[src/rtl/comparator_pkg.sv]
// Shared definitions for the serial nibble comparator.
//   state_e        : FSM state encoding (IDLE=0, CMP=1, DONE=2)
//   WIDTH_DEFAULT  : default operand width in bits
//   DIGIT_DEFAULT  : default slice width compared per cycle
package comparator_pkg;

  localparam int WIDTH_DEFAULT = 8;
  localparam int DIGIT_DEFAULT = 4;

  typedef enum logic [1:0] {
    IDLE = 2'd0,
    CMP  = 2'd1,
    DONE = 2'd2
  } state_e;

endpackage

[src/rtl/cmp_digit.sv]
// Combinational DIGIT-bit unsigned magnitude comparator.
//   a, b : slice operands
//   l    : a < b
//   e    : a == b
//   g    : a > b
module cmp_digit #(
  parameter int DIGIT = comparator_pkg::DIGIT_DEFAULT
) (
  input  logic [DIGIT-1:0] a,
  input  logic [DIGIT-1:0] b,
  output logic             l,
  output logic             e,
  output logic             g
);

  // Exactly one of the three flags is high for any input pair.
  always_comb begin
    l = (a < b);
    e = (a == b);
    g = (a > b);
  end

endmodule

[src/rtl/comparator_serial_nibble.sv]
// Sequential magnitude comparator. Captures a and b on an accepted start,
// compares one DIGIT-bit slice per cycle from the most significant slice
// down, and stops at the first unequal slice.
//   clk   : rising-edge clock
//   rst   : synchronous active-high reset
//   en    : block enable; low aborts and forces l/e/g to 0
//   start : launch request, honoured only in IDLE with en high
//   a, b  : WIDTH-bit unsigned operands
//   busy  : high while slices are being compared
//   done  : one-cycle pulse when l/e/g take their new value
//   l/e/g : a<b / a==b / a>b, held until the next accepted start
module comparator_serial_nibble
  import comparator_pkg::*;
#(
  parameter int WIDTH = WIDTH_DEFAULT,
  parameter int DIGIT = DIGIT_DEFAULT
) (
  input  logic             clk,
  input  logic             rst,
  input  logic             en,
  input  logic             start,
  input  logic [WIDTH-1:0] a,
  input  logic [WIDTH-1:0] b,
  output logic             busy,
  output logic             done,
  output logic             l,
  output logic             e,
  output logic             g
);

  localparam int NSLICE = WIDTH / DIGIT;
  localparam int IDXW   = (NSLICE > 1) ? $clog2(NSLICE) : 1;
  localparam logic [IDXW-1:0] IDX_TOP = IDXW'(NSLICE - 1);

  state_e            state_q, state_d;
  logic [WIDTH-1:0]  a_q, a_d;
  logic [WIDTH-1:0]  b_q, b_d;
  logic [IDXW-1:0]   idx_q, idx_d;
  logic              l_q, l_d;
  logic              e_q, e_d;
  logic              g_q, g_d;

  logic [DIGIT-1:0]  a_slice;
  logic [DIGIT-1:0]  b_slice;
  logic              slice_l;
  logic              slice_e;
  logic              slice_g;
  logic              last_slice;

  // Slice mux feeding the single shared digit comparator.
  always_comb begin
    a_slice    = a_q[int'(idx_q)*DIGIT +: DIGIT];
    b_slice    = b_q[int'(idx_q)*DIGIT +: DIGIT];
    last_slice = (idx_q == '0);
  end

  cmp_digit #(
    .DIGIT(DIGIT)
  ) u_cmp_digit (
    .a(a_slice),
    .b(b_slice),
    .l(slice_l),
    .e(slice_e),
    .g(slice_g)
  );

  // State and datapath registers; reset discards any comparison in flight.
  always_ff @(posedge clk) begin
    if (rst) begin
      state_q <= IDLE;
      a_q     <= '0;
      b_q     <= '0;
      idx_q   <= '0;
      l_q     <= 1'b0;
      e_q     <= 1'b0;
      g_q     <= 1'b0;
    end else begin
      state_q <= state_d;
      a_q     <= a_d;
      b_q     <= b_d;
      idx_q   <= idx_d;
      l_q     <= l_d;
      e_q     <= e_d;
      g_q     <= g_d;
    end
  end

  // Next-state logic. Dropping en returns to IDLE from anywhere.
  always_comb begin
    state_d = state_q;
    if (!en) begin
      state_d = IDLE;
    end else begin
      case (state_q)
        IDLE:    if (start) state_d = CMP;
        CMP:     if (!slice_e || last_slice) state_d = DONE;
        DONE:    state_d = IDLE;
        default: state_d = IDLE;
      endcase
    end
  end

  // Datapath: operand capture, slice index walk and result update.
  // Results are cleared on launch so l/e/g read 0 while busy.
  always_comb begin
    a_d   = a_q;
    b_d   = b_q;
    idx_d = idx_q;
    l_d   = l_q;
    e_d   = e_q;
    g_d   = g_q;
    if (!en) begin
      l_d = 1'b0;
      e_d = 1'b0;
      g_d = 1'b0;
    end else begin
      case (state_q)
        IDLE: begin
          if (start) begin
            a_d   = a;
            b_d   = b;
            idx_d = IDX_TOP;
            l_d   = 1'b0;
            e_d   = 1'b0;
            g_d   = 1'b0;
          end
        end
        CMP: begin
          if (!slice_e) begin
            l_d = slice_l;
            g_d = slice_g;
          end else if (last_slice) begin
            e_d = 1'b1;
          end else begin
            idx_d = idx_q - IDXW'(1);
          end
        end
        default: ;
      endcase
    end
  end

  // Outputs are gated by en so an abort is visible in the same cycle.
  always_comb begin
    busy = en && (state_q == CMP);
    done = en && (state_q == DONE);
    l    = en && l_q;
    e    = en && e_q;
    g    = en && g_q;
  end

endmodule

[config.mk]
export PLATFORM = sky130hd
export DESIGN_NAME = comparator_serial_nibble
export DESIGN_NICKNAME = d
export VERILOG_FILES = /design/src/rtl/comparator_pkg.sv /design/src/rtl/cmp_digit.sv /design/src/rtl/comparator_serial_nibble.sv
export SDC_FILE = /design/constraint.sdc
export NUM_CORES = 1
export LEC_CHECK = 0
export CORE_MARGIN = 2
export CORE_UTILIZATION = 44
export CTS_CLUSTER_DIAMETER = 200
export DETAILED_ROUTE_END_ITERATION = 6
export PLACE_DENSITY = 0.8
export SLEW_MARGIN = 15
export SYNTH_ARGS = -nofsm -noshare
export SYNTH_HDL_FRONTEND = slang
export SYNTH_SLANG_ARGS = --single-unit
[constraint.sdc]
create_clock -name clk -period 1.8 [get_ports clk]
set_input_delay 0.36 -clock clk [delete_from_list [all_inputs] [get_ports clk]]
set_output_delay 0.36 -clock clk [all_outputs]
set_load 0.1 [all_outputs]
; ---- Yosys cells after proc, flatten, opt, wreduce, memory -nomap -nowiden
; Index checks and enable logic that the tools add are counted.
[totals]
out_inout_bits = 5
in_bits = 20
elab_cells = 52
ff_bits = 22
[classes]
order_cmp = 2
bitwise_logic = 2
shift = 2
n_reduce_logical = 15
n_addsub = 1
n_eq_ne = 8
mux = 15
[op_table]
columns = cell, count
row1 = 8-bit by 4-bit indexed part select with 4-bit output, 2
row2 = 2-bit != test (second input constant), 5
row3 = 1-bit two-way mux, 8
row4 = 1-bit case mux with 2 select lines, 4
row5 = 4-bit AND reduction, 2
row6 = 3-bit AND reduction, 2
row7 = 1-bit logical AND, 5
row8 = 4-bit equality test, 1
row9 = 4-bit greater-than comparator, 1
row10 = 4-bit less-than comparator, 1
row11 = 2-bit two-way mux, 2
row12 = 2-bit case mux with 2 select lines, 1
row13 = 2-bit by 1-bit equality test with 1-bit output (second input constant), 1
row14 = 2-bit equality test (second input constant), 1
row15 = 2-bit logical NOT, 1
row16 = 1-bit inverter, 2
row17 = 2-bit AND reduction, 1
row18 = 2-bit nonzero test, 1
row19 = 2-bit OR reduction, 1
row20 = 1-bit logical NOT, 1
row21 = 1-bit logical OR, 1
row22 = 1-bit subtractor (second input constant), 1

; ---- Logic depth before layout (Yosys ltp)
; Gate-level depths: netlist of the first run.
[logic_depth]
ltp_word = 6
depth_mapped = 7
mapped_depth_nobuf = 6

; ---- By module
; A second synthesis of the first run with hierarchy kept.
[hier_totals]
cells_unflattened = 134
hier_area_um2 = 1093.5
[modules_own_cells]
columns = module, area_each_um2, n_inst, cells_per_inst, seq_area_each_um2
row1 = comparator_serial_nibble, 964.7, 1, 118, 440.4
row2 = cmp_digit, 128.9, 1, 16, 0.0

; ---- Least setup slack after synthesis of the first run
; OpenSTA, ideal clock, no wires.
[synth_path]
path_type = reg-to-reg
from = register idx_q
to = register g_q
setup_ns = 0.117
required_time_ns = 1.683
path_slack_ns = 0.008
path_stages_with_launch = 8
synth_period_minus_slack_ns = 1.792
path_buffers = 1
arrival_ns = 1.675
cell_sequence = dfxtp_1 buf_2 mux2_2 ha_1 nand4_1 nand2_1 nor2_1 a32o_1
[synth_between]
elab_chain_cells = 4
elab_cells_between_ends = 8
classes_between = 1 x order compare / 2 x eq/ne / 2 x shift / 2 x mux / 1 x reduce/logical
[synth_rtl]
columns = element, line
row1 = from (decl), comparator_serial_nibble.sv:38  ; logic [IDXW-1:0] idx_q, idx_d;
row2 = from (signal assigned), comparator_serial_nibble.sv:81  ; idx_q <= idx_d;
row3 = "8-bit by 4-bit indexed part select with 4-bit output, on equally long branches", "comparator_serial_nibble.sv:52, comparator_serial_nibble.sv:53"
row4 = 4-bit greater-than comparator or 4-bit equality test (tied branches), "cmp_digit.sv:20, cmp_digit.sv:19"
row5 = 1-bit two-way mux or 2-bit != test (tied branches), n/a
row6 = 1-bit case mux with 2 select lines or 3-bit AND reduction (tied branches), n/a
row7 = to (signal assigned), comparator_serial_nibble.sv:84  ; g_q <= g_d;
row8 = to (decl), comparator_serial_nibble.sv:41  ; logic g_q, g_d;
; Several ways; a longest one is shown, not always the timed one. The select of a mux whose other input is x is not followed.
; A chain may end at the register's enable or synchronous reset.

; ---- Final worst setup path of the first run
[layout_path]
from = register idx_q
to = register l_q
[layout_between]
elab_chain_cells = 4
elab_cells_between_ends = 8
classes_between = 1 x order compare / 2 x eq/ne / 2 x shift / 2 x mux / 1 x reduce/logical
[layout_rtl]
columns = element, line
row1 = "8-bit by 4-bit indexed part select with 4-bit output, on equally long branches", "comparator_serial_nibble.sv:52, comparator_serial_nibble.sv:53"
row2 = 4-bit less-than comparator or 4-bit equality test (tied branches), "cmp_digit.sv:18, cmp_digit.sv:19"
row3 = 1-bit two-way mux or 2-bit != test (tied branches), n/a
row4 = 1-bit case mux with 2 select lines or 3-bit AND reduction (tied branches), n/a
row5 = to (signal assigned), comparator_serial_nibble.sv:82  ; l_q <= l_d;
row6 = to (decl), comparator_serial_nibble.sv:39  ; logic l_q, l_d;
; Several ways; a longest one is shown, not always the timed one. The select of a mux whose other input is x is not followed.

==> results of run 1 <==
[worst register-to-register path, cell delays in order, from the launching register on]
cell and delay (ps):
dfxtp_4 420, buf_4 170, mux2i_2 280, ha_4 240
nand4_1 150, nand2_2 120, a32o_1 270
[logic make-up after synthesis]
kind of cell	count (synthesis)
and+or+nand+nor	56
AOI/OAI and AO/OA	27
DFF	22
buffers and inverters	8
muxes	8
adders and majority gates	4
[stage by stage]
step	instances	util	cell area, um2	power [W]	hold slack (ps)
2_1_floorplan	125	-	1122	0.0006704	432.9
3_3_place_gp	178	0.5958	1463	0.0007486	448.1
3_5_place_dp	178	0.5958	1463	0.0007576	449.7
4_1_cts	181	0.6055	1486	0.0009833	467.1
5_1_grt	181	0.6412	1574	0.001046	490.0
6_report	181	0.6412	1574	0.001002	474.1
[sequential cells by signal, summed over array words and instances, names as in the netlist]
register  flops
b_q           8
state_q       2
e_q           1
l_q           1
g_q           1
a_q           8
idx_q         1
[per-layer routing]
layer / global-route usage / vias to the layer above / part of all wire
met5: 0 / - / 0
met4: 0.07500 / 0 / 0.013
met3: 0.04372 / 3 / 0.049
met2: 0.3494 / 21 / 0.54
met1: 0.1826 / 419 / 0.40
li1: - / 473 / -
[layout make-up]
| class | count | area [um2] | share of cell area |
|---|---|---|---|
| clock buffer | 3 | 22.52 | 0.01431 |
| inverter | 2 | 7.507 | 0.004769 |
| multi-input combinational | 95 | 705.7 | 0.4483 |
| sequential | 22 | 445.4 | 0.2830 |
| tap | 30 | 37.54 | 0.02385 |
| timing repair buffer | 29 | 355.3 | 0.2258 |
[power by group]
group,switching (W),internal (W),total (W)
clock network,0.000149,0.0000786,0.000228
registers,0.0000195,0.000509,0.000528
logic,0.000117,0.000129,0.000246
total,0.000286,0.000716,0.00100
[worst max-delay path by stage]
stage,start,end,slack (ps),depth (start not counted)
after detailed placement,idx_q,l_q,-30,6
after global placement,en,busy,20,3
after floorplan,idx_q,g_q,8,7
after global routing,idx_q,idx_q,-4,7
after CTS,en,busy,2,3
final,idx_q,l_q,70,6
[cell usage in the layout, fill, tap and decap left out, drive strengths merged, types with 2 or more instances in the layout]
cell           Yosys  routed
inv                2       2
mux2i              4       4
a21oi             21      21
ha                 4       4
a211oi             2       2
nand2b             2       2
nand2             35      35
dfxtp             22      22
mux2               4       4
a32o               2       2
and2               4       4
or2b               2       2
buf                5      10
clkdlybuf4s50      0      18
clkbuf             1       3
nor2               7       7
[repair_timing]
action | CTS | global route
setup endpoints to repair | 4 | 10
gates resized for setup | 1 | 18
pin swaps | 0 | 4
hold endpoints to repair | 0 | 0
hold buffers | 0 | 0
==> run summary, run 1 <==
Worst VDD drop -> 461.8 uV
EDFF count, synth -> 0
Top-count cell post-synth -> nand2_1
Hold Path Class -> flop to flop
Initial antenna violation count -> 0
P_leak -> 0.5648 nW
Top FF cell, synth -> dfxtp_1
Post-Synth Adder-Cell Area -> 0.04459
GRT overflow -> 0
CTS tree -> built
Number of global-route vias before repair -> 903
Final setup TNS -> 0 ps
Post-synth top area cell -> dfxtp_1
Initial Util -> 0.4572
Area delta synth->final -> 40.25%
Post-CTS setup buffer count -> 0
WP buf/inv -> 1
Max Root-Sink Buffers -> 2
Die height -> 54.51 um
TritonCTS Sinks -> 22
Delay-heaviest family, CP -> flip-flops
Normalized max-slew margin -> 0.8063
Compound-cell area share of the yosys netlist -> 0.1695
CP Data Arrival Time -> 1950 ps
Via count -> 916
Mux cell area share after synthesis -> 0.07581
Min-Delay Path Depth -> 2
ANT nets after route -> 0
Vias per std cell -> 5.061
CTS Buf Count -> 3
Num rows -> 18
1st-iter DRT viols -> 11
R2r worst-path depth -> 6
Worst slack, placed -> -31.41 ps
Synth Area in Simple Gates -> 0.2664
Worst r2r src -> idx_q
Synth top area share -> 0.3924
Drt total wl -> 2519 um
I/O Buffers -> 24
Post-DP HPWL -> 1827 um
Mapped Area -> 1122 um2
Top post-synthesis cells by count -> nand2_1 (25), dfxtp_1 (22), a21oi_1 (11), a21oi_2 (10), nand2_2 (10)
Worst R2R End -> l_q
Register bit total from synthesis -> 22
Critical Path Slowest Stage Cell -> dfxtp_4
Synth cell types -> 28
Gate Count Post-Synth -> 125
Final Cycle Share -> 0.9639
Crit end category -> flop
YS warnings -> 0
Clk_skew -> 5.718 ps
Skew-Pair Late Insertion Delay -> 320 ps
Largest net degree at the start of global routing -> 18
H-tree lvl count -> 1
Slew Viols, Final -> 0
Reg2Reg Setup Slack -> 70 ps
Core area -> 2455 um2
Die area -> 2971 um2
Largest family of logic cells by synthesized area -> simple AND/OR/NAND/NOR gates
Syn_nets -> 149
Fill cells -> 200
Nets -> 177
Total Routing Usage GR -> 0.1812
I/O Pins -> 25
Post-Synth XOR/XNOR Area -> 0
Final min period -> 1735 ps
Max-cap check violation count -> 0
Crit path setup slack, layout -> 65.03 ps
Die span in x -> 54.51 um
Sequential area share after synthesis -> 0.3924
Slew @ Worst Pin -> 290.1 ps
Hold Path End -> a_q[6]
Layout cells sized above 1 -> 0.3576
Critical Path RT -> 2020 ps
Max FO, Critical Path -> 6
Status -> finished clean
Hold_sp -> a_q[6]
Critical Path Start Type -> flop
PD cells -> 636.6 nW/um2
Ranking of synthesized cells by area -> dfxtp_1 (39%), nand2_1 (8.4%), a21oi_2 (7.8%)
Crit path cell chain -> buf_4, mux2i_2, ha_4, nand4_1, nand2_2, a32o_1
N_diodes -> 0
Critical path class -> flop to flop
CP peak stage delay -> 420 ps
Final setup vio count -> 0
DRC violations left -> 0
Hold Vio Cnt, Final -> 0
Drt first pass iters -> 4
Clock slew at reported path FFs -> 110 ps
Ys async rst share -> 0
First-pass GRT wire length -> 3712 um
Clk root buf -> clkbuf_4
Post-Syn Area per Cell -> 8.979 um2
Fmax -> 0.5764 GHz
Routability cong. -> 0.7550
Per-cell routed wire length -> 13.92 um
(Power assumes the default switching activity.)
==> run 2, diff against run 1 <==
--- a/config.mk
+++ b/config.mk
@@ -9,7 +9,9 @@
 export CORE_UTILIZATION = 44
 export CTS_CLUSTER_DIAMETER = 200
 export DETAILED_ROUTE_END_ITERATION = 6
+export GPL_TIMING_DRIVEN = 0
 export PLACE_DENSITY = 0.8
+export SKIP_CTS_REPAIR_TIMING = 1
 export SLEW_MARGIN = 15
 export SYNTH_ARGS = -nofsm -noshare
 export SYNTH_HDL_FRONTEND = slang
==> run summary, run 2 (same netlist as run 1, synthesis figures left out) <==
Hold Slack -> 305.2 ps (-168.9 ps)
Max-cap check violation count -> 0 (unchanged)
ANT nets after route -> 0 (unchanged)
Critical path class -> flop to flop
Failing checks -> setup timing
I/O Buffers -> 23 (-4.2%)
1st-iter DRT viols -> 8 (-3)
Pint -> 0.0007715 W (+7.7%)
Most common cell after layout, fill and taps aside -> nand2_1
Clock share of power -> 0.258 (+0.031)
Biggest regs -> a_q: 8 flops, b_q: 8 flops, state_q: 2 flops
Area delta synth->final -> 41.92%
Final setup vio count -> 4 (+4)
Final Cycle Share -> 1.011 (+0.04710)
TritonCTS Sinks -> 22 (unchanged)
Hold_sp -> rst
Num rows -> 18 (unchanged)
Clk_skew -> 6.348 ps (+0.6305 ps)
Reg2Reg Setup Slack -> -20 ps (-80 ps)
Drt first pass iters -> 5 (+1)
Seq pwr share -> 0.494 (-0.033)
Crit path setup slack, layout -> -19.76 ps (-84.79 ps)
CTS tree -> built
First-pass GRT wire length -> 3774 um (+1.7%)
N_diodes -> 0 (unchanged)
CP Data Arrival Time -> 2040 ps (+90 ps)
WP buf/inv -> 2 (+1)
Combinational share of power -> 0.248 (+0.002)
Max FO, Critical Path -> 6 (unchanged)
Final min period -> 1820 ps (+84.79 ps)
Placed cell count -> 178 (unchanged)
Placed cell area -> 1390 um2 (-5.0%)
Hold Path Class -> input port to flop
Initial antenna violation count -> 0 (unchanged)
Min-Delay Path Depth -> 2 (unchanged)
Fmax -> 0.5495 GHz (-4.7%)
WP depth -> 7 (+1)
Commonest non-fill, non-tap cells in the layout -> nand2_1 (24), dfxtp_1 (21), clkdlybuf4s50_1 (18), nand2_2 (11), a21oi_1 (11)
Layout cells sized above 1 -> 0.3822 (+0.02455)
CTS Buf Count -> 3 (unchanged)
H-tree lvl count -> 1 (unchanged)
Switching pwr -> 0.0002961 W (+3.6%)
Initial Util -> 0.4572 (unchanged)
Slew @ Worst Pin -> 697.4 ps (+407.3 ps)
Die span in x -> 54.51 um (unchanged)
Worst r2r src -> idx_q
P_leak -> 0.5796 nW (+2.6%)
Post-DP HPWL -> 1716 um (-6.1%)
Critical Path Slowest Stage Cell -> dfxtp_4
Total Routing Usage GR -> 0.1766 (-0.004641)
Hold Path End -> b_q[6]
Switch share -> 0.2773 (-0.007998)
CP peak stage delay -> 400 ps (-20 ps)
Nets -> 182 (+2.8%)
R2r worst-path depth -> 7 (+1)
Core area -> 2455 um2 (unchanged)
Layout Cells excl Fill -> 187 (+3.3%)
Die height -> 54.51 um (unchanged)
Routability cong. -> 0.7536 (-0.19%)
Number of global-route vias before repair -> 931 (+3.1%)
PD cells -> 670.3 nW/um2 (+5.3%)
Crit path cell chain -> clkbuf_16, buf_4, mux2i_2, ha_4, nand4_1, nand2_2, a211oi_1
Largest net degree at the start of global routing -> 13 (-5)
Worst VDD drop -> 594.5 uV (+29%)
Max Root-Sink Buffers -> 2 (unchanged)
Vias per std cell -> 5.107 (+0.91%)
Hold Vio Cnt, Final -> 0 (unchanged)
Clock slew at reported path FFs -> 120 ps (about the same)
Clk root buf -> clkbuf_4
Slew Viols, Final -> 0 (unchanged)
Critical Path Start Type -> flop
I/O Pins -> 25 (unchanged)
Critical Path RT -> 2020 ps (about the same)
Status -> complete, but fails checks
Via count -> 955 (+4.3%)
Fill cells -> 204 (+2.0%)
Crit end category -> flop
RSZ-0062 raised after global routing -> yes
GRT overflow -> 0 (unchanged)
Normalized max-slew margin -> 0.5351 (-0.2712)
DRC violations left -> 0 (unchanged)
Worst R2R End -> idx_q
Drt total wl -> 2615 um (+3.8%)
Die area -> 2971 um2 (unchanged)
Skew-Pair Late Insertion Delay -> 310 ps (about the same)
Post-Layout Inst Area -> 1593 um2 (+1.2%)
Per-cell routed wire length -> 13.98 um (+0.48%)
Delay-heaviest family, CP -> flip-flops
[run 2: per-layer routing]
layer | track usage | vias up | part of all wire
met5 | 0 | - | 0
met4 | 0.02500 | 0 | 0.0034
met3 | 0.06011 | 2 | 0.047
met2 | 0.3394 | 22 | 0.54
met1 | 0.1875 | 447 | 0.41
li1 | - | 484 | -
[run 2: final cells by class]
type	instances	area, um2	area share
multi-input cells	95	715.7	0.4493
well taps	30	37.54	0.02357
repair buffers	28	291.5	0.1830
clock buffers	4	36.28	0.02278
plain buffers	6	60.06	0.03771
flip-flops and latches	22	444.2	0.2789
inverters	2	7.507	0.004713
[run 2: worst max path at each step]
stage / end / slack, ps / start
2_1_floorplan: g_q / 8 / idx_q
3_3_place_gp: done / -880 / en
3_5_place_dp: done / -880 / en
4_1_cts: done / -890 / en
5_1_grt: idx_q / -140 / idx_q
6_report: idx_q / -20 / idx_q
[run 2: power by group through the flow]
stage,logic (W),clock network (W),registers [W]
6_report,0.000264,0.000276,0.000527
5_1_grt,0.000288,0.000304,0.000530
4_1_cts,0.000213,0.000283,0.000522
3_5_place_dp,0.000211,0,0.000533
3_3_place_gp,0.000204,0,0.000532
2_1_floorplan,0.000141,0,0.000529
[run 2: per-stage QoR]
step	TNS (ps)	setup WS [ps]	util	total power (W)
6_report	-56.65	-19.76	0.6488	0.001068
5_1_grt	-658.3	-139.5	0.6488	0.001122
4_1_cts	-5282	-888.8	0.5810	0.001019
3_5_place_dp	-5519	-884.4	0.5663	0.0007446
3_3_place_gp	-5087	-876.6	0.5663	0.0007369
2_1_floorplan	0	7.916	-	0.0006704
